<file path="src/rtl/n_bits_demux_pkg.sv">
// Shared types and helpers for the n-bit select stream demultiplexer.
package n_bits_demux_pkg;

    // Output stage occupancy.
    typedef enum logic {
        StEmpty = 1'b0,
        StFull  = 1'b1
    } demux_state_e;

    // Widest select the decode helper handles; bounds SEL_BITS and CHANNELS.
    localparam int unsigned MaxSelBits  = 6;
    localparam int unsigned MaxChannels = 2 ** MaxSelBits;

    // One-hot decode of sel, restricted to the first 'channels' outputs.
    // Selects at or beyond 'channels' decode to all zeros.
    function automatic logic [MaxChannels-1:0] sel_onehot(
        input logic [MaxSelBits-1:0] sel,
        input int unsigned           channels
    );
        logic [MaxChannels-1:0] dec;
        dec = '0;
        if (32'(sel) < channels) begin
            dec[sel] = 1'b1;
        end
        return dec;
    endfunction

endpackage

</file>
<file path="src/rtl/n_bits_select_decoder.sv">
// Combinational SEL_BITS -> CHANNELS one-hot decoder with enable and an
// out-of-range flag (sel >= CHANNELS). The flag ignores the enable.
module n_bits_select_decoder
    import n_bits_demux_pkg::*;
#(
    parameter int unsigned SEL_BITS = 2,
    parameter int unsigned CHANNELS = 4
) (
    input  logic [SEL_BITS-1:0] sel_i,
    input  logic                en_i,
    output logic [CHANNELS-1:0] onehot_o,
    output logic                out_of_range_o
);

    logic [MaxSelBits-1:0]  sel_ext;
    logic [MaxChannels-1:0] dec_full;
    logic                   unused_dec_upper;

    assign sel_ext = MaxSelBits'(sel_i);

    // Decode the select and gate it with the enable.
    always_comb begin
        dec_full       = sel_onehot(sel_ext, CHANNELS);
        onehot_o       = en_i ? dec_full[CHANNELS-1:0] : '0;
        out_of_range_o = (32'(sel_ext) >= CHANNELS);
    end

    // Bits above CHANNELS are always zero by construction of the helper.
    assign unused_dec_upper = ^dec_full;

endmodule

</file>
<file path="src/rtl/n_bits_select_stream_demux.sv">
// Registered valid/ready stream demultiplexer: each input beat carries a
// select that routes it to one of CHANNELS outputs through a single output
// register. Beats with select >= CHANNELS are accepted and dropped.
// Optional build macro DEMUX_DROP_COUNT_EN adds a saturating dropped-beat
// counter on DROP_COUNT; without it DROP_COUNT is tied to zero.
module n_bits_select_stream_demux
    import n_bits_demux_pkg::*;
#(
    parameter int unsigned WIDTH         = 8,
    parameter int unsigned SEL_BITS      = 2,
    parameter int unsigned CHANNELS      = 4,
    parameter int unsigned DROP_CNT_BITS = 8
) (
    input  logic                     CLK,
    input  logic                     RST_N,
    input  logic [WIDTH-1:0]         IN_DATA,
    input  logic [SEL_BITS-1:0]      IN_SEL,
    input  logic                     IN_VALID,
    output logic                     IN_READY,
    output logic [WIDTH-1:0]         OUT_DATA,
    output logic [CHANNELS-1:0]      OUT_VALID,
    input  logic [CHANNELS-1:0]      OUT_READY,
    output logic [DROP_CNT_BITS-1:0] DROP_COUNT
);

    demux_state_e        state_q;
    logic [WIDTH-1:0]    data_q;
    logic [SEL_BITS-1:0] sel_q;

    logic                in_fire;
    logic                out_fire;
    logic                in_illegal;
    logic                held_illegal_unused;
    logic [CHANNELS-1:0] in_onehot_unused;

    // Output valids come straight from the held select.
    n_bits_select_decoder #(
        .SEL_BITS(SEL_BITS),
        .CHANNELS(CHANNELS)
    ) u_out_decoder (
        .sel_i         (sel_q),
        .en_i          (state_q == StFull),
        .onehot_o      (OUT_VALID),
        .out_of_range_o(held_illegal_unused)
    );

    // Legality check of the incoming select.
    n_bits_select_decoder #(
        .SEL_BITS(SEL_BITS),
        .CHANNELS(CHANNELS)
    ) u_in_decoder (
        .sel_i         (IN_SEL),
        .en_i          (1'b1),
        .onehot_o      (in_onehot_unused),
        .out_of_range_o(in_illegal)
    );

    // Handshake decode; only the selected channel's ready can reach IN_READY
    // because OUT_VALID is one-hot on the held select.
    always_comb begin
        out_fire = |(OUT_VALID & OUT_READY);
        IN_READY = RST_N && ((state_q == StEmpty) || out_fire);
        in_fire  = IN_VALID && IN_READY;
    end

    assign OUT_DATA = data_q;

    // Output stage: load on a legal accepted beat, empty when drained with
    // nothing legal to replace it, otherwise hold.
    always_ff @(posedge CLK or negedge RST_N) begin
        if (!RST_N) begin
            state_q <= StEmpty;
            data_q  <= '0;
            sel_q   <= '0;
        end else begin
            case (state_q)
                StEmpty: begin
                    if (in_fire && !in_illegal) begin
                        state_q <= StFull;
                        data_q  <= IN_DATA;
                        sel_q   <= IN_SEL;
                    end
                end
                StFull: begin
                    if (out_fire) begin
                        if (in_fire && !in_illegal) begin
                            data_q <= IN_DATA;
                            sel_q  <= IN_SEL;
                        end else begin
                            state_q <= StEmpty;
                        end
                    end
                end
                default: state_q <= StEmpty;
            endcase
        end
    end

`ifdef DEMUX_DROP_COUNT_EN
    logic [DROP_CNT_BITS-1:0] drop_q;

    // Count accepted beats with an out-of-range select, saturating.
    always_ff @(posedge CLK or negedge RST_N) begin
        if (!RST_N) begin
            drop_q <= '0;
        end else if (in_fire && in_illegal && (drop_q != '1)) begin
            drop_q <= drop_q + 1'b1;
        end
    end

    assign DROP_COUNT = drop_q;
`else
    assign DROP_COUNT = '0;
`endif

endmodule

</file>
<file path="config.mk">
export PLATFORM = sky130hd
export DESIGN_NAME = n_bits_select_stream_demux
export DESIGN_NICKNAME = d
export VERILOG_FILES = /design/src/rtl/n_bits_demux_pkg.sv /design/src/rtl/n_bits_select_decoder.sv /design/src/rtl/n_bits_select_stream_demux.sv
export SDC_FILE = /design/constraint.sdc
export NUM_CORES = 1
export LEC_CHECK = 0
export ABC_AREA = 1
export CAP_MARGIN = 5
export CORE_MARGIN = 5
export CORE_UTILIZATION = 35
export CTS_CLUSTER_DIAMETER = 100
export DETAILED_ROUTE_END_ITERATION = 10
export HOLD_SLACK_MARGIN = 0.12
export PLACE_DENSITY_LB_ADDON = 0.25
export SLEW_MARGIN = 20
export SYNTH_ARGS = -nofsm -noshare
export SYNTH_HDL_FRONTEND = slang
export SYNTH_SLANG_ARGS = --single-unit
</file>
<file path="constraint.sdc">
create_clock -name CLK -period 1.7 [get_ports CLK]
set_input_delay 0.17 -clock CLK [delete_from_list [all_inputs] [get_ports CLK]]
set_output_delay 0.17 -clock CLK [all_outputs]
set_load 0.02 [all_outputs]
</file>
# Word level (Yosys, flattened, before mapping)
# Index checks and enable logic that the tools add are counted.
# totals
wordCells	30
register_bits	11
in_bits	17
# op_classes
n_mux	13
eq_ne	1
magnitude_cmp	4
n_reduce_logical	7
bitwise	2
# ops
op	n
8-bit two-way mux	2
8-bit one-hot mux with 2 select lines	1
4-bit two-way mux	2
2-bit by 7-bit less-than comparator with 1-bit output, second input constant	1
4-bit AND	1
1-bit logical AND	4
2-bit two-way mux	2
2-bit one-hot mux with 2 select lines	1
4-bit OR reduction	1
2-bit by 3-bit greater-or-equal comparator with 1-bit output, second input constant	1
2-bit by 3-bit less-than comparator with 1-bit output, second input constant	1
1-bit two-way mux	3
1-bit demux with 2-bit select	1
2-bit by 1-bit greater-or-equal comparator with 1-bit output, second input constant	1
2-bit by 1-bit != test with 1-bit output, second input constant	1
1-bit one-hot mux with 2 select lines	1
1-bit zero test	1
1-bit logical OR	1
1-bit inverter	1

# Logic depth before layout (Yosys ltp)
# depth
depth_word	15
mapped_depth	9

# Modules after synthesis
# From an unflattened synthesis, not the netlist that was laid out.
# hier_totals
hier_cells	90
hier_area_um2	661.9
# modules_own_cells
module	area_each_um2	cells_each	n_inst
n_bits_select_stream_demux	579.3	70	1
n_bits_select_decoder	41.3	10	2

# Least setup slack after synthesis
# No wires, ideal clock.
# synth_timing
path_kind	register to output
startpoint	register sel_q[1]
endpoint	output IN_READY
path_stages_with_launch	6
n_path_buf	0
arrival_time_ns	1.199
path_slack_ns	0.331
path_cell_list	dfrtp_1 -> inv_1 -> nand3_1 -> nor2_1 -> nor2_1 -> a21boi_0
# synth_via
elab_chain_len	10
# synth_lines
item	line	text
start: declaration	n_bits_select_stream_demux.sv:28	logic [SEL_BITS-1:0] sel_q;
start signal: assignment	n_bits_select_stream_demux.sv:74	sel_q <= '0;
start signal: assignment	n_bits_select_stream_demux.sv:81	sel_q <= IN_SEL;
start signal: assignment	n_bits_select_stream_demux.sv:88	sel_q <= IN_SEL;
2-bit by 7-bit less-than comparator with 1-bit output (implied by the code) / 2-bit by 1-bit greater-or-equal comparator with 1-bit output (equally long branches)	n_bits_demux_pkg.sv:23	dec[sel] = 1'b1;
1-bit logical AND (implied by the code)	n_bits_demux_pkg.sv:23	
1-bit two-way mux (implied by the code)	n_bits_demux_pkg.sv:23	
1-bit demux with 2-bit select	--	
4-bit two-way mux (*)	n_bits_demux_pkg.sv:22	if (32'(sel) < channels) begin
4-bit two-way mux (*)	n_bits_select_decoder.sv:24	onehot_o = en_i ? dec_full[CHANNELS-1:0] : '0;
4-bit AND (*)	n_bits_select_stream_demux.sv:61	out_fire = |(OUT_VALID & OUT_READY);
4-bit OR reduction (*)	n_bits_select_stream_demux.sv:61	
1-bit logical OR (*)	n_bits_select_stream_demux.sv:62	IN_READY = RST_N && ((state_q == StEmpty) || out_fire);
1-bit logical AND (*)	n_bits_select_stream_demux.sv:62	
end: declaration	n_bits_select_stream_demux.sv:19	output logic IN_READY,
# Mark *: on every way between the ends. The rest lies on a longest branch, timed or not.

# Worst setup path after layout
# Ends and elaborated chain as after synthesis.

==> reports/qor.json <==
{
  "hold_wc_path_type": {"value": "in -> async"},
  "numClockSinks": {"value": 11},
  "stdcell_area": {"value": 923.4, "unit": "µm²"},
  "io_buffer_count": {"value": 29},
  "cap_violations": {"value": 0},
  "layout_min_cycle_time": {"value": 1523, "unit": "ps"},
  "tritoncts": {"value": "yes"},
  "detailroute.via_count": {"value": 573},
  "groute.usage.overall": {"value": 11.84, "unit": "%"},
  "number_of_buffers_created_by_cts": {"value": 3},
  "synthesis.instances": {"value": 77},
  "grt_setup_unrepaired": {"value": "no"},
  "post-layout-total-power": {"value": 1528, "unit": "µW"},
  "place_congestion": {"value": 0.6776},
  "post_route_ant_nets": {"value": 0},
  "worst_ir_drop_vdd": {"value": 801.4, "unit": "µV"},
  "netlist_area": {"value": 613.1, "unit": "µm²"},
  "status": {"value": "complete, no violations"},
  "number_of_synthesized_flops_with_an_enable_pin": {"value": 0},
  "average_via_count_per_standard_cell": {"value": 4.512},
  "ctsRootBufferMaster": {"value": "sky130_fd_sc_hd__clkbuf_4"},
  "holdBufCountCts": {"value": 0},
  "areaGrowthSynthToFinish": {"value": 50.61, "unit": "%"},
  "dr.first_iter.drc_count": {"value": 5},
  "worstPathRequired": {"value": 1530, "unit": "ps"},
  "core-area": {"value": 1689, "unit": "µm²"},
  "antenna_found_initial": {"value": 0},
  "cp.arrival": {"value": 1350, "unit": "ps"},
  "seq_area_frac_synth": {"value": 44.90, "unit": "%"},
  "htree_num_levels": {"value": 1},
  "fp.dieH": {"value": 51.86, "unit": "µm"},
  "grt_pass1_vias": {"value": 537},
  "worstSkewPairLatency": {"value": 260, "unit": "ps"},
  "grt_start_max_net_pins": {"value": 23},
  "wl_per_cell": {"value": 11.01, "unit": "µm"},
  "layout.core_utilization": {"value": 54.67, "unit": "%"},
  "drt_drc": {"value": 0},
  "critical_path_class": {"value": "reg -> out"},
  "worst_setup_sp_type": {"value": "flip-flop"},
  "synth.ff_latch_count": {"value": 11},
  "layout.nets": {"value": 128},
  "syn_avg_cell_area": {"value": 7.962, "unit": "µm²"},
  "synth_async_sr_flop_share": {"value": 100.0, "unit": "%"},
  "peak_clock_frequency_supported_by_timing": {"value": 656.6, "unit": "MHz"},
  "postSynth.topFlopCell": {"value": "sky130_fd_sc_hd__dfrtp_1"},
  "placedInstanceArea": {"value": 902.1, "unit": "µm²"},
  "start_util": {"value": 36.30, "unit": "%"},
  "num_rows": {"value": 15},
  "netlist-cell-type-count": {"value": 17},
  "final_max_slew_viol_count": {"value": 0},
  "antenna_cells": {"value": 0},
  "synth_top_area_share": {"value": 44.90, "unit": "%"},
  "finalWirelength": {"value": 1398, "unit": "µm"},
  "cts-root-to-sink-buffers": {"value": 2},
  "min_period_over_period": {"value": 89.59, "unit": "%"},
  "power.static_leakage": {"value": 0.0004915, "unit": "µW"},
  "globalRoute.totalOverflow": {"value": 0},
  "synthTopCellsByArea": {"value": "sky130_fd_sc_hd__dfrtp_1 (45%), sky130_fd_sc_hd__nand2_1 (14%), sky130_fd_sc_hd__nand4_1 (11%), sky130_fd_sc_hd__buf_4 (11%), sky130_fd_sc_hd__inv_1 (3.7%)"},
  "drt-pass1-iter-count": {"value": 2},
  "cp-end-kind": {"value": "output pin"},
  "cp_max_fo": {"value": 6},
  "dieArea": {"value": 2689, "unit": "µm²"},
  "power_density": {"value": 1655, "unit": "nW/µm²"},
  "yosys_warnings": {"value": 0},
  "layout_cells_sized_above_1": {"value": 11.82, "unit": "%"},
  "fin_skew": {"value": 3.394, "unit": "ps"},
  "timing.hold.ws": {"value": 282.2, "unit": "ps"},
  "final-setup-viol-count": {"value": 0},
  "place.detailed.hpwl": {"value": 1091, "unit": "µm"},
  "horizontal_extent_of_the_die": {"value": 51.86, "unit": "µm"},
  "grt_first_pass_wirelength": {"value": 2297, "unit": "µm"},
  "synth_largest_area_cell": {"value": "sky130_fd_sc_hd__dfrtp_1"},
  "clock_pin_transition_on_the_worst_setup_and_hold_timing_paths": {"value": 70, "unit": "ps"},
  "design.portCount": {"value": 38},
  "final-hold-violation-count": {"value": 0},
  "non_filler_instance_count_after_layout": {"value": 127},
  "placed_cells": {"value": 123}
}
state kept, by name, summed over array words and instances, names as in the netlist:
register	cells
state_q	1
OUT_DATA	8
sel_q	2
layer usage:
metal  wire, µm  global-route usage [%]  share of wire [%]  vias up
met4         12                   7.860               0.86        0
li1           -                       -                  -      299
met2        643                   17.99                 46       27
met1        576                   13.46                 41      245
met3        165                   4.871                 12        2
met5          0                       0                  0        -
cells in the final DEF, fill, tap and decap left out, types with 2 or more instances in the layout:
cell type and n:
sky130_fd_sc_hd__nor2_1 4, sky130_fd_sc_hd__dlygate4sd2_1 3, sky130_fd_sc_hd__nor3_1 2, sky130_fd_sc_hd__nand4_1 11
sky130_fd_sc_hd__inv_1 6, sky130_fd_sc_hd__conb_1 8, sky130_fd_sc_hd__clkbuf_4 3, sky130_fd_sc_hd__buf_4 5
sky130_fd_sc_hd__clkdlybuf4s50_1 24, sky130_fd_sc_hd__nand3_1 2, sky130_fd_sc_hd__nand2_1 23, sky130_fd_sc_hd__dfrtp_1 10
per-stage QoR:
| step | setup TNS, ps | setup WS (ps) |
|---|---|---|
| floorplan | 0 | 331.2 |
| global placement | -98.64 | -98.64 |
| detailed placement | -162.6 | -162.6 |
| CTS | 0 | 10.96 |
| global route | 0 | 22.23 |
| finish | 0 | 176.9 |
cells by family after synthesis:
kind of cell    synth area share [%]
other cells                   0.6117
flops                          44.90
compound gates                 2.450
buf+inv                        18.36
simple gates                   33.67
Yosys cell counts, types with 2 or more instances:
cell,n
sky130_fd_sc_hd__nand2_1,23
sky130_fd_sc_hd__dfrtp_1,11
sky130_fd_sc_hd__inv_1,6
sky130_fd_sc_hd__nor2_1,4
sky130_fd_sc_hd__nand3_1,2
sky130_fd_sc_hd__nand4_1,11
sky130_fd_sc_hd__nor3_1,2
sky130_fd_sc_hd__buf_4,9
critical path, stage by stage, from the launching register on:
cell                       delay, ps
sky130_fd_sc_hd__dfrtp_1         430
sky130_fd_sc_hd__inv_1            90
sky130_fd_sc_hd__nand3_1          90
sky130_fd_sc_hd__nor2_1          100
sky130_fd_sc_hd__nor2_1           50
sky130_fd_sc_hd__a21boi_0        150
sky130_fd_sc_hd__buf_2           190
repair_timing:
action,in CTS,in global routing
gates resized for setup,7,3
endpoints found under the hold margin,0,0
setup buffers,0,0
endpoints found under the setup margin,4,2
power by group:
part / total (µW) / switching, µW / internal, µW
combinational: 859 / 470 / 390
sequential: 499 / 103 / 397
clock: 170 / 79.1 / 90.6
cell type report:
cell class              instances  area, µm²
fillers                       180      765.7
inverters                       7      26.28
clock buffers                   4      26.28
repair buffers                 34      321.6
well taps                      17      21.27
multi-input cells              54      251.5
flip-flops and latches         11      276.5
worst paths after layout:
path | startpoint | endpoint | slack [ps] | depth (start not counted)
min reg2reg | OUT_DATA[5] | OUT_DATA[5] | 470 | 2
max reg2reg | sel_q[1] | OUT_DATA[4] | 230 | 9
min in group CLK | IN_DATA[1] | OUT_DATA[1] | 470 | 3
max in group asynchronous | RST_N | sel_q[0] | 1200 | 2
min | RST_N | OUT_DATA[0] | 280 | 2
max | sel_q[1] | IN_READY | 180 | 6
(Power assumes the default switching activity.)
